`config.mk`:
```
export PLATFORM = sky130hd
export DESIGN_NAME = systolic_sequencer
export DESIGN_NICKNAME = d
export VERILOG_FILES = /design/src/rtl/systolic_sequencer.sv
export SDC_FILE = /design/constraint.sdc
export NUM_CORES = 1
export LEC_CHECK = 0
export ABC_CLOCK_PERIOD_IN_PS = 2050
export CAP_MARGIN = 20
export CORE_UTILIZATION = 48
export CTS_CLUSTER_DIAMETER = 120
export DETAILED_ROUTE_END_ITERATION = 10
export HOLD_SLACK_MARGIN = 0.06
export PLACE_DENSITY = 0.84
export SETUP_SLACK_MARGIN = 0.5
export SYNTH_ARGS = -nofsm -noshare
export SYNTH_HDL_FRONTEND = slang
export SYNTH_SLANG_ARGS = --single-unit
```
`constraint.sdc`:
```
create_clock -name clk -period 2.05 [get_ports clk]
set_input_delay 0.3075 -clock clk [delete_from_list [all_inputs] [get_ports clk]]
set_output_delay 0.3075 -clock clk [all_outputs]
set_load 0.005 [all_outputs]
```
`src/rtl/systolic_sequencer.sv`:
```
// Instruction-driven controller for the 4x4 systolic matmul datapath.
// Each non-zero instruction runs fetch, clear, feed, drain and commit.
module systolic_sequencer #(
    parameter int INSTR_DEPTH = 8,
    parameter int IADDR_W     = 3,
    parameter int K_W         = 4,
    parameter int COL_W       = 8,
    parameter int ARRAY_DIM   = 4,
    parameter int OADDR_W     = 7
) (
    input  logic               clk,
    input  logic               rst,
    input  logic               ap_start,
    output logic               ap_done,
    output logic               busy,
    output logic               instr_rd_en,
    output logic [IADDR_W-1:0] instr_addr,
    input  logic [K_W-1:0]     instr_data,
    output logic               arr_clr,
    output logic               in_rd_en,
    output logic [COL_W-1:0]   in_col,
    output logic               out_wr_en,
    output logic [OADDR_W-1:0] out_base,
    output logic [K_W-1:0]     cur_k
);

    localparam int DRAIN_LEN = 2 * ARRAY_DIM - 1;
    localparam int BASE_STEP = ARRAY_DIM * ARRAY_DIM;
    localparam int DL_W      = $clog2(DRAIN_LEN + 1);
    localparam int CNT_W     = (K_W > DL_W) ? K_W : DL_W;

    typedef enum logic [2:0] {
        S_IDLE,
        S_FETCH,
        S_WAIT,
        S_CLEAR,
        S_FEED,
        S_DRAIN,
        S_WRITE,
        S_DONE
    } state_t;

    state_t             state_q, state_d;
    logic [IADDR_W-1:0] addr_q, addr_d;
    logic [COL_W-1:0]   col_q, col_d;
    logic [OADDR_W-1:0] base_q, base_d;
    logic [K_W-1:0]     k_q, k_d;
    logic [CNT_W-1:0]   cnt_q, cnt_d;
    logic               done_q, done_d;

    always_ff @(posedge clk) begin
        if (rst) begin
            state_q <= S_IDLE;
            addr_q  <= '0;
            col_q   <= '0;
            base_q  <= '0;
            k_q     <= '0;
            cnt_q   <= '0;
            done_q  <= 1'b0;
        end else begin
            state_q <= state_d;
            addr_q  <= addr_d;
            col_q   <= col_d;
            base_q  <= base_d;
            k_q     <= k_d;
            cnt_q   <= cnt_d;
            done_q  <= done_d;
        end
    end

    always_comb begin
        state_d = state_q;
        addr_d  = addr_q;
        col_d   = col_q;
        base_d  = base_q;
        k_d     = k_q;
        cnt_d   = cnt_q;
        done_d  = done_q;
        unique case (state_q)
            S_IDLE: begin
                if (ap_start) begin
                    state_d = S_FETCH;
                    done_d  = 1'b0;
                    addr_d  = '0;
                    col_d   = '0;
                    base_d  = '0;
                end
            end
            S_FETCH: state_d = S_WAIT;
            S_WAIT: begin
                k_d     = instr_data;
                state_d = (instr_data == '0) ? S_DONE : S_CLEAR;
            end
            S_CLEAR: begin
                cnt_d   = CNT_W'(k_q);
                state_d = S_FEED;
            end
            S_FEED: begin
                col_d = col_q + 1'b1;
                if (cnt_q == CNT_W'(1)) begin
                    cnt_d   = CNT_W'(DRAIN_LEN);
                    state_d = S_DRAIN;
                end else begin
                    cnt_d = cnt_q - 1'b1;
                end
            end
            S_DRAIN: begin
                if (cnt_q == CNT_W'(1)) begin
                    state_d = S_WRITE;
                end else begin
                    cnt_d = cnt_q - 1'b1;
                end
            end
            S_WRITE: begin
                base_d  = base_q + OADDR_W'(BASE_STEP);
                addr_d  = addr_q + 1'b1;
                // Running off the last slot ends the program like a halt.
                if (addr_q == IADDR_W'(INSTR_DEPTH - 1)) begin
                    state_d = S_DONE;
                end else begin
                    state_d = S_FETCH;
                end
            end
            S_DONE: begin
                done_d  = 1'b1;
                state_d = S_IDLE;
            end
            default: state_d = S_IDLE;
        endcase
    end

    assign busy        = (state_q != S_IDLE);
    assign instr_rd_en = (state_q == S_FETCH);
    assign arr_clr     = (state_q == S_CLEAR);
    assign in_rd_en    = (state_q == S_FEED);
    assign out_wr_en   = (state_q == S_WRITE);
    assign ap_done     = done_q;
    assign instr_addr  = addr_q;
    assign in_col      = col_q;
    assign out_base    = base_q;
    assign cur_k       = k_q;

endmodule

```
==> flow_summary.ini, run 1 <==
[sta]
finClkSkew_ns = 0.001665
max_freq_ghz = 0.5755
relSlewSlack = 0.6601
tightest_slew_ns = 0.5083
maxSlewViolCount = 0
setup_viol = 0
setup_slack_ns = 0.3125
finalHoldViolCount = 0
period_share = 0.8476
period_minus_slack_ns = 1.738
rsz0062_at_grt = yes
setup_tns_ns = 0

[floorplan]
core_area_mm2 = 0.002758
num_io_pins = 35
dieWidth_um = 55.94
die-area_mm2 = 0.003129
dieHeight_um = 55.94
rows = 19
start_util = 0.5064

[clock_tree]
numCtsBuffers = 3
clk_path_buf_depth = 2
path_clk_slew_ns = 0.16
clk_latency_ns = 0.34
cts-root-buf = clkbuf_4
htree_levels = 1
cts_sinks = 26
cts_tree = done

[drt]
drc = 0
detail_route.iter0.violations = 61
drt-pass1-iter-count = 4
detail-route-antenna-nets = 0
wirelength_um = 4567
vias = 1490
wl_per_cell_um = 17.77
post_drt_via_cell_ratio = 5.798

[placed_design]
io_buffers = 30
place_congestion = 0.8406
dp_cells = 217
dp_slack_ns = 0.1614
dpl.hpwl_um = 2148

[critical_path]
r2r_start = state_q[2]
cp.required_ns = 1.74
critPathArrivalTime_ns = 1.43
end_kind = output port
r2r_end = in_col[5]
path_max_fanout = 3
rrSetupSlack_ns = 0.41
crit_start = state_q[2]
critical_path_class = reg2out
crit_path_start_kind = register
r2r_cells = 7

[synth]
avgSynthCellArea_um2 = 8.673
yosysUniqueCellTypes = 46
synthFlopType = dfxtp_1
ys_seq_elements = 26
async_flop_share = 0
synth_edf_count = 0
synth_cells = 161
synth_warnings = 0
syn_area_mm2 = 0.001396
ys_seq_area_frac = 0.3728

[global_routing]
grt_max_degree = 15
gr-total-overflow = 0
track_usage = 0.2350
grtUsageMet1 = 0.2836
grt_pass1_vias = 1341
busiest_layer = met2
grt_util_met2 = 0.3993
antenna_found_initial = 0
grt_first_pass_wirelength_um = 5837
met3_usage = 0.02791

[pwr]
irDropWorstVdd_mv = 0.4384
p_leak_nw = 1.037
finalPower_w = 0.001056
power_density_mw_per_mm2 = 482.1

[cells_and_area]
area_growth_pct = 56.81
seq_area_um2 = 560.5
drive_above_1_share = 0.4292
diodes = 0
fillers = 150
final_cells = 257
multi_input_area_um2 = 889.6
nets = 240

[status]
status = finished clean

[hold_path]
hold_end = in_col[7]
min_path_type = reg2reg
hold_path_depth = 1
worstHoldStart = in_col[7]

[run]
drv_cap = 0
repair_timing:
item / 4_1_cts / 5_1_grt
pin swaps: 7 / 14
hold buffers: 0 / 0
setup endpoints to repair: 31 / 43
buffers inserted: 17 / 19
resized for setup: 46 / 42
how the worst max path moves through the flow:
stage / end / slack [ns] / cells after the start
after detailed placement: in_col[5] / 0.16 / 5
after CTS: in_rd_en / 0.28 / 4
after global routing: in_rd_en / 0.27 / 4
after floorplan: state_q[0] / 0.54 / 5
after global placement: in_col[6] / 0.20 / 5
final: in_rd_en / 0.31 / 4
sequential cells by signal, summed over array words and instances, names as in the netlist:
name	flops
in_col	8
instr_addr	3
out_base	3
ap_done	1
state_q	3
cnt_q	4
cur_k	4
routing by layer:
layer,vias to the layer above,wire length (µm)
li1,695,-
met1,719,1947
met2,67,2323
met3,9,215
met4,0,80
met5,-,0
final cells by class:
class / instances / area share
clock buffer: 4 / 0.01657
inverter: 5 / 0.01086
multi-input combinational: 120 / 0.4063
sequential: 26 / 0.2560
tap: 31 / 0.01771
timing repair buffer: 71 / 0.2926
layout by cell type, fill, tap and decap left out, types with 4 or more instances in the layout:
cell             Yosys  routed
nor2_1              21      20
a21oi_1             15      13
inv_1                4       4
ha_1                 6       5
buf_6                1       8
a211oi_1             4       4
dfxtp_4              0       4
mux2i_1              4       4
buf_4                5      32
o21ai_0              6       4
conb_1               1       4
nand2_1              8       7
dfxtp_2              0      20
clkdlybuf4s50_1      0      17
dlymetal6s2s_1       0       8
cell usage after synthesis (all sizes together), types with 3 or more instances:
library cell	instances	area [µm²]
or3	3	18.77
inv	4	15.01
a21oi	15	75.07
clkbuf	5	18.77
a211o	3	26.28
mux2i	4	40.04
nand3	3	25.02
dfxtp	26	520.5
or3b	3	28.78
nor2	23	91.34
ha	6	75.07
o21ai	6	30.03
nand2	8	30.03
buf	8	58.81
nor3	4	25.02
a211oi	4	30.03
a22oi	4	30.03
critical path, stage by stage, from the launching register on:
cell and delay (ns):
dfxtp_2 0.39, buf_4 0.11, or3b_4 0.40, clkinv_4 0.07, clkbuf_2 0.11
metrics by stage:
stage                     hold WS, ns    util  cell area, µm²
after floorplan                0.4450       -            1408
after global placement         0.4609  0.6189            1707
after detailed placement       0.4634  0.6189            1707
after CTS                      0.4638  0.6974            1923
after global routing           0.4898  0.7940            2190
final                          0.4609  0.7940            2190
kinds of logic after synthesis:
kind of cell	synth area share
and+or+nand+nor	0.2697
AOI/OAI and AO/OA	0.1595
DFF	0.3728
buffers and inverters	0.07258
adders and majority gates	0.05376
muxes	0.05018
xor gates and xnor gates	0.01882
other	0.002686
power by group:
part           switching (W)  internal [W]
logic               0.000115      0.000117
clock network       0.000178      0.000109
registers          0.0000193      0.000517
No activity file was read; power rests on OpenSTA's default activity.
==> run 2, diff against run 1 <==
--- a/config.mk
+++ b/config.mk
@@ -5,7 +5,7 @@
 export SDC_FILE = /design/constraint.sdc
 export NUM_CORES = 1
 export LEC_CHECK = 0
-export ABC_CLOCK_PERIOD_IN_PS = 2050
+export ABC_CLOCK_PERIOD_IN_PS = 1600
 export CAP_MARGIN = 20
 export CORE_UTILIZATION = 48
 export CTS_CLUSTER_DIAMETER = 120
==> constraint.sdc (replaced) <==
create_clock -name clk -period 1.6 [get_ports clk]
set_input_delay 0.24 -clock clk [delete_from_list [all_inputs] [get_ports clk]]
set_output_delay 0.24 -clock clk [all_outputs]
set_load 0.005 [all_outputs]
==> run 2 against run 1 <==
Against the previous run: the flow now finishes with violations (setup timing); routed wire length up 19%; core utilization up 7.8 points; non-clock buffer count up 12; sequential power up 28%; sequential share of layout area down 2.2 points; worst setup slack worse by 0.34 ns; worst hold slack better by 0.076 ns; cell count up 4.7%; global-route usage up 7.8 points; register-to-register slack worse by 0.41 ns; critical endpoint unchanged; largest power group unchanged.
==> flow_summary.ini, run 2 (same netlist as run 1, synthesis figures left out) <==
[floorplan]
rows = 19
core_area_mm2 = 0.002758
dieHeight_um = 55.94
die-area_mm2 = 0.003129
num_io_pins = 35
start_util = 0.5064
dieWidth_um = 55.94

[drt]
drt-pass1-iter-count = 4
detail_route.iter0.violations = 107
detail-route-antenna-nets = 0
wl_per_cell_um = 20.20
drc = 0
wirelength_um = 5434
post_drt_via_cell_ratio = 5.989
vias = 1611

[clock_tree]
clk_path_buf_depth = 2
htree_levels = 1
cts-root-buf = clkbuf_4
clk_latency_ns = 0.34
cts_tree = done
cts_sinks = 26
numCtsBuffers = 3
cts_hold_buffers = 0
path_clk_slew_ns = 0.16

[cells_and_area]
final_common_cell = buf_4
fillers = 141
largest_register_ff_count = 8
fin_util = 0.8716
final_cells = 269
area_growth_pct = 72.13
layout_common_cells = buf_4, buf_2, buf_6, dfxtp_2, nor2_1
drive_above_1_share = 0.6639
nets = 252
seq_area_um2 = 563.0
multi_input_area_mm2 = 0.001045
diodes = 0

[run]
drv_cap = 0

[pwr]
finalPower_w = 0.001493
p_sw_w = 0.0004349
seq_power_share = 0.460
p_leak_nw = 1.027
combPwrFrac = 0.265
p_clk_frac = 0.275
p_int_w = 0.001058
swShare = 0.2914
irDropWorstVdd_mv = 0.7186
power_density_mw_per_mm2 = 621.0

[global_routing]
grt_max_degree = 16
grt_first_pass_wirelength_um = 7617
track_usage = 0.3129
gr-total-overflow = 0
grt_pass1_vias = 1650
antenna_found_initial = 0

[placed_design]
dp_cells = 229
io_buffers = 30
dpl.hpwl_um = 2524
place_congestion = 0.8203

[critical_path]
path_max_fanout = 3
r2r_cells = 7
end_kind = output port
cp.required_ns = 1.36
critPathArrivalTime_ns = 1.39
critical_path_class = reg2out
crit_path_start_kind = register

[sta]
finalHoldViolCount = 0
period_minus_slack_ns = 1.629
max_freq_ghz = 0.6139
setup_viol = 2
setup_slack_ns = -0.02889
rsz0062_at_grt = yes
relSlewSlack = 0.5701
finClkSkew_ns = 0.007818
finalHoldWorstSlack_ns = 0.5365
setup_tns_ns = -0.03214
period_share = 1.018
tightest_slew_ns = 0.6381
maxSlewViolCount = 0

[status]
violations = setup timing
status = finished with violations

[hold_path]
hold_path_depth = 2
min_path_type = reg2reg
-- run 2: changes by cell type in the layout (fill, tap and decap cells not counted), moves of 3 or more --
cell | before | now
nor2_1 | 20 | 17
a211oi_2 | 0 | 3
a211oi_1 | 4 | 1
inv_1 | 4 | 1
ha_4 | 0 | 3
buf_4 | 32 | 35
a21oi_1 | 13 | 6
dlymetal6s2s_1 | 8 | 0
clkdlybuf4s50_1 | 17 | 6
a21oi_2 | 0 | 6
nor2_2 | 2 | 5
buf_6 | 8 | 20
buf_2 | 3 | 20
-- run 2: power by group through the flow --
| stage | Combinational (W) | Sequential (W) | Clock, W |
|---|---|---|---|
| finish | 0.000396 | 0.000687 | 0.000410 |
| global route | 0.000416 | 0.000689 | 0.000433 |
| CTS | 0.000341 | 0.000684 | 0.000407 |
| detailed placement | 0.000249 | 0.000702 | 0 |
| global placement | 0.000240 | 0.000701 | 0 |
| floorplan | 0.000159 | 0.000697 | 0 |
-- run 2: final timing paths --
kind / startpoint / end / slack (ns)
hold / removal: in_col[7] / in_col[7] / 0.54
hold reg to reg: in_col[7] / in_col[7] / 0.54
setup reg to reg: state_q[0] / cnt_q[1] / 0
setup / recovery: state_q[0] / in_rd_en / -0.03
-- run 2: worst max-delay path, cell delays in order (launching register included) --
cell and delay (ns):
dfxtp_4 0.39, buf_6 0.12, or3b_4 0.40, clkinv_4 0.07, buf_6 0.08
-- run 2: stage by stage --
step | cell area [µm²] | worst slack (ns)
global placement | 1867 | -0.04931
global route | 2404 | -0.05669
CTS | 2251 | -0.01280
detailed placement | 1867 | -0.1324
finish | 2404 | -0.02889
floorplan | 1489 | 0.1938
-- run 2: timing repair --
action | in CTS | in global routing
buffers inserted | 34 | 2
pin swaps | 22 | 13
setup endpoints to repair | 50 | 33
gates resized for setup | 159 | 31
-- run 2: cell type report --
type | instances | share of cell area
Clock buffer | 4 | 0.01978
Inverter | 5 | 0.01301
Multi-Input combinational cell | 120 | 0.4347
Sequential cell | 26 | 0.2343
Tap cell | 31 | 0.01614
Timing Repair Buffer | 83 | 0.2821
-- run 2: layer usage --
metal | global-route usage | wire (µm) | up-vias | part of all wire
met2 | 0.5766 | 2850 | 92 | 0.52
met5 | 0 | 0 | - | 0
met1 | 0.3460 | 1900 | 767 | 0.35
met3 | 0.04186 | 300 | 30 | 0.055
li1 | - | - | 722 | -
met4 | 0.1672 | 384 | 0 | 0.071
==> RTL change 1 (settings of run 1) <==
The parameter `ARRAY_DIM` goes from 4 to 2.
--- a/src/rtl/systolic_sequencer.sv
+++ b/src/rtl/systolic_sequencer.sv
@@ -5,7 +5,7 @@
     parameter int IADDR_W     = 3,
     parameter int K_W         = 4,
     parameter int COL_W       = 8,
-    parameter int ARRAY_DIM   = 4,
+    parameter int ARRAY_DIM   = 2,
     parameter int OADDR_W     = 7
 ) (
     input  logic               clk,
Formal check against the unedited RTL: not equivalent (a bounded check fails within 10 cycles, from zero or initial values and one cycle with rst high).
==> RTL change 1 against run 1 <==
- the run now ends with DRC left
- sequential share of layout area up 1.2 points
- setup slack worse by 26 ps
- sequential cell count up 2
- critical path depth grew 2
- cell area rose by 3.4%
- synthesized area up 3.3%
- routed wire length rose by 7.4%
- power grew 22%
- count of clock-buffer cells in the layout fell by 1
- highest routed layer unchanged
==> RTL change 1: results (changes against run 1) <==
placement:
  port_buffers: 32  # +6.7%
  place_ws_ps: 10.68  # -150.7 ps
  dp_hpwl_um: 2299  # +7.0%
  placed_cell_area_um2: 1810  # +6.1%
  place_congestion: 0.8339  # -0.80%
worst_setup_path:
  rrSetupSlack_ps: 290  # -120 ps
  r2r-end: "in_col[4]"
  worstRegToRegCells: 6  # -1
  critPathSlowestCell: "dfxtp_2"
  arrival_ps: 2020  # +590 ps
  critPathMaxFanout: 4  # +1
timing:
  clock_skew_ps: 2.920  # +1.255 ps
  tightest_slew_ps: 628.4  # +120.1 ps
  fmax_mhz: 567.0  # -1.5%
hold_path:
  worstHoldStart: "out_base[6]"
  min_to: "out_base[6]"
synthesis:
  synth_mux_area_share_pct: 2.168  # -2.8 points
  yosys.area_share.adder_pct: 5.204  # -0.17 points
  synth_compound_area_share_pct: 20.29  # +4.3 points
  yosys-top-cells-count: "dfxtp_1 (28), nand2_1 (20), a21oi_1 (16), nor2_1 (16)"
  synth_xor_area_share_pct: 1.214  # -0.67 points
  yosysSeqAreaShare_pct: 38.86  # +1.6 points
  synth_area_leaders: "dfxtp_1 (39%), a21oi_1 (5.6%), ha_1 (5.2%), nand2_1 (5.2%), nor2_1 (4.2%)"
detailed_routing:
  drtIter0Drc: 124  # +100%
  drt-pass1-iter-count: 7  # +3
  routedWlPerCell_um: 18.04  # +1.5%
  via_count: 1685  # +13%
  drc_errors: 2  # +2
cells_and_area:
  nNetsFinal: 255  # +6.3%
  drive_gt1_share_pct: 39.00  # -3.9 points
grt:
  grt_usage_pct: 24.46  # +0.95 points
  antenna_found_initial: 0  # unchanged
  grt_start_max_net_pins: 18  # +3
  grt_pass1_vias: 1465  # +9.2%
  grt_pass1_wl_um: 6334  # +8.5%
run_status:
  status: "finished with violations"
  violations: "DRC"
pwr:
  irDropWorstVdd_mv: 0.5229  # +19%
  p_leak_nw: 1.105  # +6.6%
RTL change 1: changes by cell type after synthesis, sizes merged, moves of 3 or more:
| cell | before | now |
|---|---|---|
| a211o | 3 | 0 |
| inv | 4 | 10 |
| o21ai | 6 | 10 |
| nand3 | 3 | 9 |
| a22oi | 4 | 0 |
| nor2 | 23 | 16 |
| buf | 8 | 4 |
| a311oi | 0 | 3 |
| nand2 | 8 | 20 |
RTL change 1: metrics by stage:
step	total power [mW]	cells	hold WS, ps
after floorplan	0.7431	178	408.4
after CTS	1.220	255	466.2
after global routing	1.326	272	483.2
final	1.292	272	465.8
after detailed placement	0.8154	238	477.1
after global placement	0.8069	238	461.6
RTL change 1: where the power goes:
group | switching [mW] | total [mW] | internal, mW
Sequential | 0.0176 | 0.578 | 0.560
Clock | 0.183 | 0.381 | 0.198
Combinational | 0.173 | 0.333 | 0.161
Total | 0.373 | 1.29 | 0.919
RTL change 1: worst max path at each step:
stage,startpoint,endpoint,depth (start not counted)
3_5_place_dp,ap_start,in_col[0],5
2_1_floorplan,state_q[0],in_col[6],6
5_1_grt,state_q[2],in_col[4],6
4_1_cts,state_q[2],busy,3
3_3_place_gp,ap_start,in_col[0],5
6_report,state_q[2],in_col[4],6
RTL change 1: cell type report:
type | count | area, um^2
clock buffer | 3 | 22.52
clock inverter | 1 | 30.03
fill | 151 | 541.8
inverter | 11 | 42.54
multi-input combinational | 129 | 880.8
sequential | 28 | 605.6
tap | 31 | 38.79
timing repair buffer | 69 | 643.1
RTL change 1: layer usage:
layer	global-route usage [%]	share of wire [%]
met3	2.535	7.5
met2	41.50	49
met5	0	0
met4	9.059	3.0
met1	32.00	41
RTL change 1: what timing repair did:
action                                  in CTS  in global routing
gates resized for setup                     59                 29
setup buffers                               13                 17
endpoints found under the setup margin      36                 36
pin swaps                                    5                  6
==> RTL change 2 (flow settings as in run 1) <==
Without the edit above. Register the outputs `busy`, `instr_rd_en`, `arr_clr`, `in_rd_en` and `out_wr_en`, with the module's reset; this adds one clock of latency there. The other outputs are not delayed to match.
--- a/src/rtl/systolic_sequencer.sv
+++ b/src/rtl/systolic_sequencer.sv
@@ -129,11 +129,21 @@
         endcase
     end
 
-    assign busy        = (state_q != S_IDLE);
-    assign instr_rd_en = (state_q == S_FETCH);
-    assign arr_clr     = (state_q == S_CLEAR);
-    assign in_rd_en    = (state_q == S_FEED);
-    assign out_wr_en   = (state_q == S_WRITE);
+    always_ff @(posedge clk) begin
+        if (rst) begin
+            busy        <= '0;
+            instr_rd_en <= '0;
+            arr_clr     <= '0;
+            in_rd_en    <= '0;
+            out_wr_en   <= '0;
+        end else begin
+            busy        <= (state_q != S_IDLE);
+            instr_rd_en <= (state_q == S_FETCH);
+            arr_clr     <= (state_q == S_CLEAR);
+            in_rd_en    <= (state_q == S_FEED);
+            out_wr_en   <= (state_q == S_WRITE);
+        end
+    end
     assign ap_done     = done_q;
     assign instr_addr  = addr_q;
     assign in_col      = col_q;
Check against the original RTL: not equivalent (Yosys sat finds a counterexample within 4 cycles, from zero or initial values and one cycle with rst high).
==> RTL change 2 against run 1 <==
- the run now ends with DRC left
- global-route usage shrank 1.1 points
- sequential cell count up 5
- synthesized area increased by 6.6%
- clock skew increased by 10 ps
- hold slack improved by 33 ps
- routed wire length decreased by 16%
- cell area decreased by 1.4%
- critical path type is now reg -> reg
- highest routed layer unchanged
- power is 25% higher
- non-clock buffer count is 17 lower
- clock power increased by 50%
- setup slack improved by 170 ps
- sequential share of layout area is 5.4 points higher
==> RTL change 2: results (changes against run 1) <==
run_status:
  status: "finished with violations"
  violations: "DRC"
clocking:
  htreeDepth: 2  # +1
  cts-buffers-inserted: 5  # +2
pwr:
  p_leak_nw: 0.9982  # -3.7%
  irDropWorstVdd_mv: 0.6081  # +39%
grt:
  grt_start_max_net_pins: 18  # +3
  use_met1_pct: 24.72  # -3.6 points
  grt_pass1_wl_um: 5582  # -4.4%
floorplanning:
  die-area_um2: 3329  # +6.4%
detailed_routing:
  drc_errors: 1  # +1
  viasPerCell: 5.752  # -0.79%
  wl_met1_um: 1567  # -20%
cells_and_area:
  n_fill_cell: 165  # +10%
  multi_input_area_share_pct: 39.69  # -0.94 points
  regArea_um2: 669.4  # +19%
  multi_input_area_um2: 857.1  # -3.7%
  signal_buffers: 54  # -24%
  clkCellAreaFrac_pct: 3.360  # +1.7 points
synthesis:
  synth_area_leaders: "dfxtp_1 (42%), nor2_1 (7.3%), ha_1 (5.0%), mux2i_1 (4.7%), a211oi_1 (3.5%)"
  synth_mux_area_share_pct: 8.487  # +3.5 points
  netlist_instances: 168  # +4.3%
  synth_compound_area_share_pct: 13.28  # -2.7 points
  yosysSeqAreaShare_pct: 41.68  # +4.4 points
  yosys-top-cells-count: "dfxtp_1 (31), nor2_1 (29), a21oi_1 (9), clkbuf_1 (9), nand2_1 (8)"
placement:
  placed_cell_area_um2: 1834  # +7.5%
  place_congestion: 0.8112  # -3.5%
  place_ws_ps: 158.6  # -2.750 ps
worst_setup_path:
  arrival_ps: 1810  # +380 ps
  worstRegToRegCells: 6  # -1
  cp-endpoint: "cnt_q[3]"
==> RTL change 2: cell count changes after synthesis, moves of 3 or more <==
cell             run 1  this run
nor2_1              21        29
a21oi_1             15         9
dfxtp_1             26        31
clkbuf_1             5         9
mux2_2               0         4
nor3_1               3         7
a211oi_1             4         7
mux2i_1              4         7
or3_1                3         0
==> RTL change 2: repair_timing <==
action | 4_1_cts | 5_1_grt
buffers inserted | 5 | 12
gates resized for setup | 17 | 33
endpoints found under the setup margin | 18 | 38
pin swaps | 2 | 5
==> RTL change 2: cell families after synthesis <==
group / count (synthesis)
xor+xnor: 3
flops: 31
compound gates: 30
mux: 12
fa+ha+maj: 6
other cells: 1
simple gates: 67
buf+inv: 18
==> RTL change 2: report_power, final <==
group	switching [mW]	internal, mW	total, mW
Sequential	0.0318	0.620	0.652
Combinational	0.111	0.120	0.231
Clock	0.231	0.200	0.431
Total	0.374	0.941	1.31
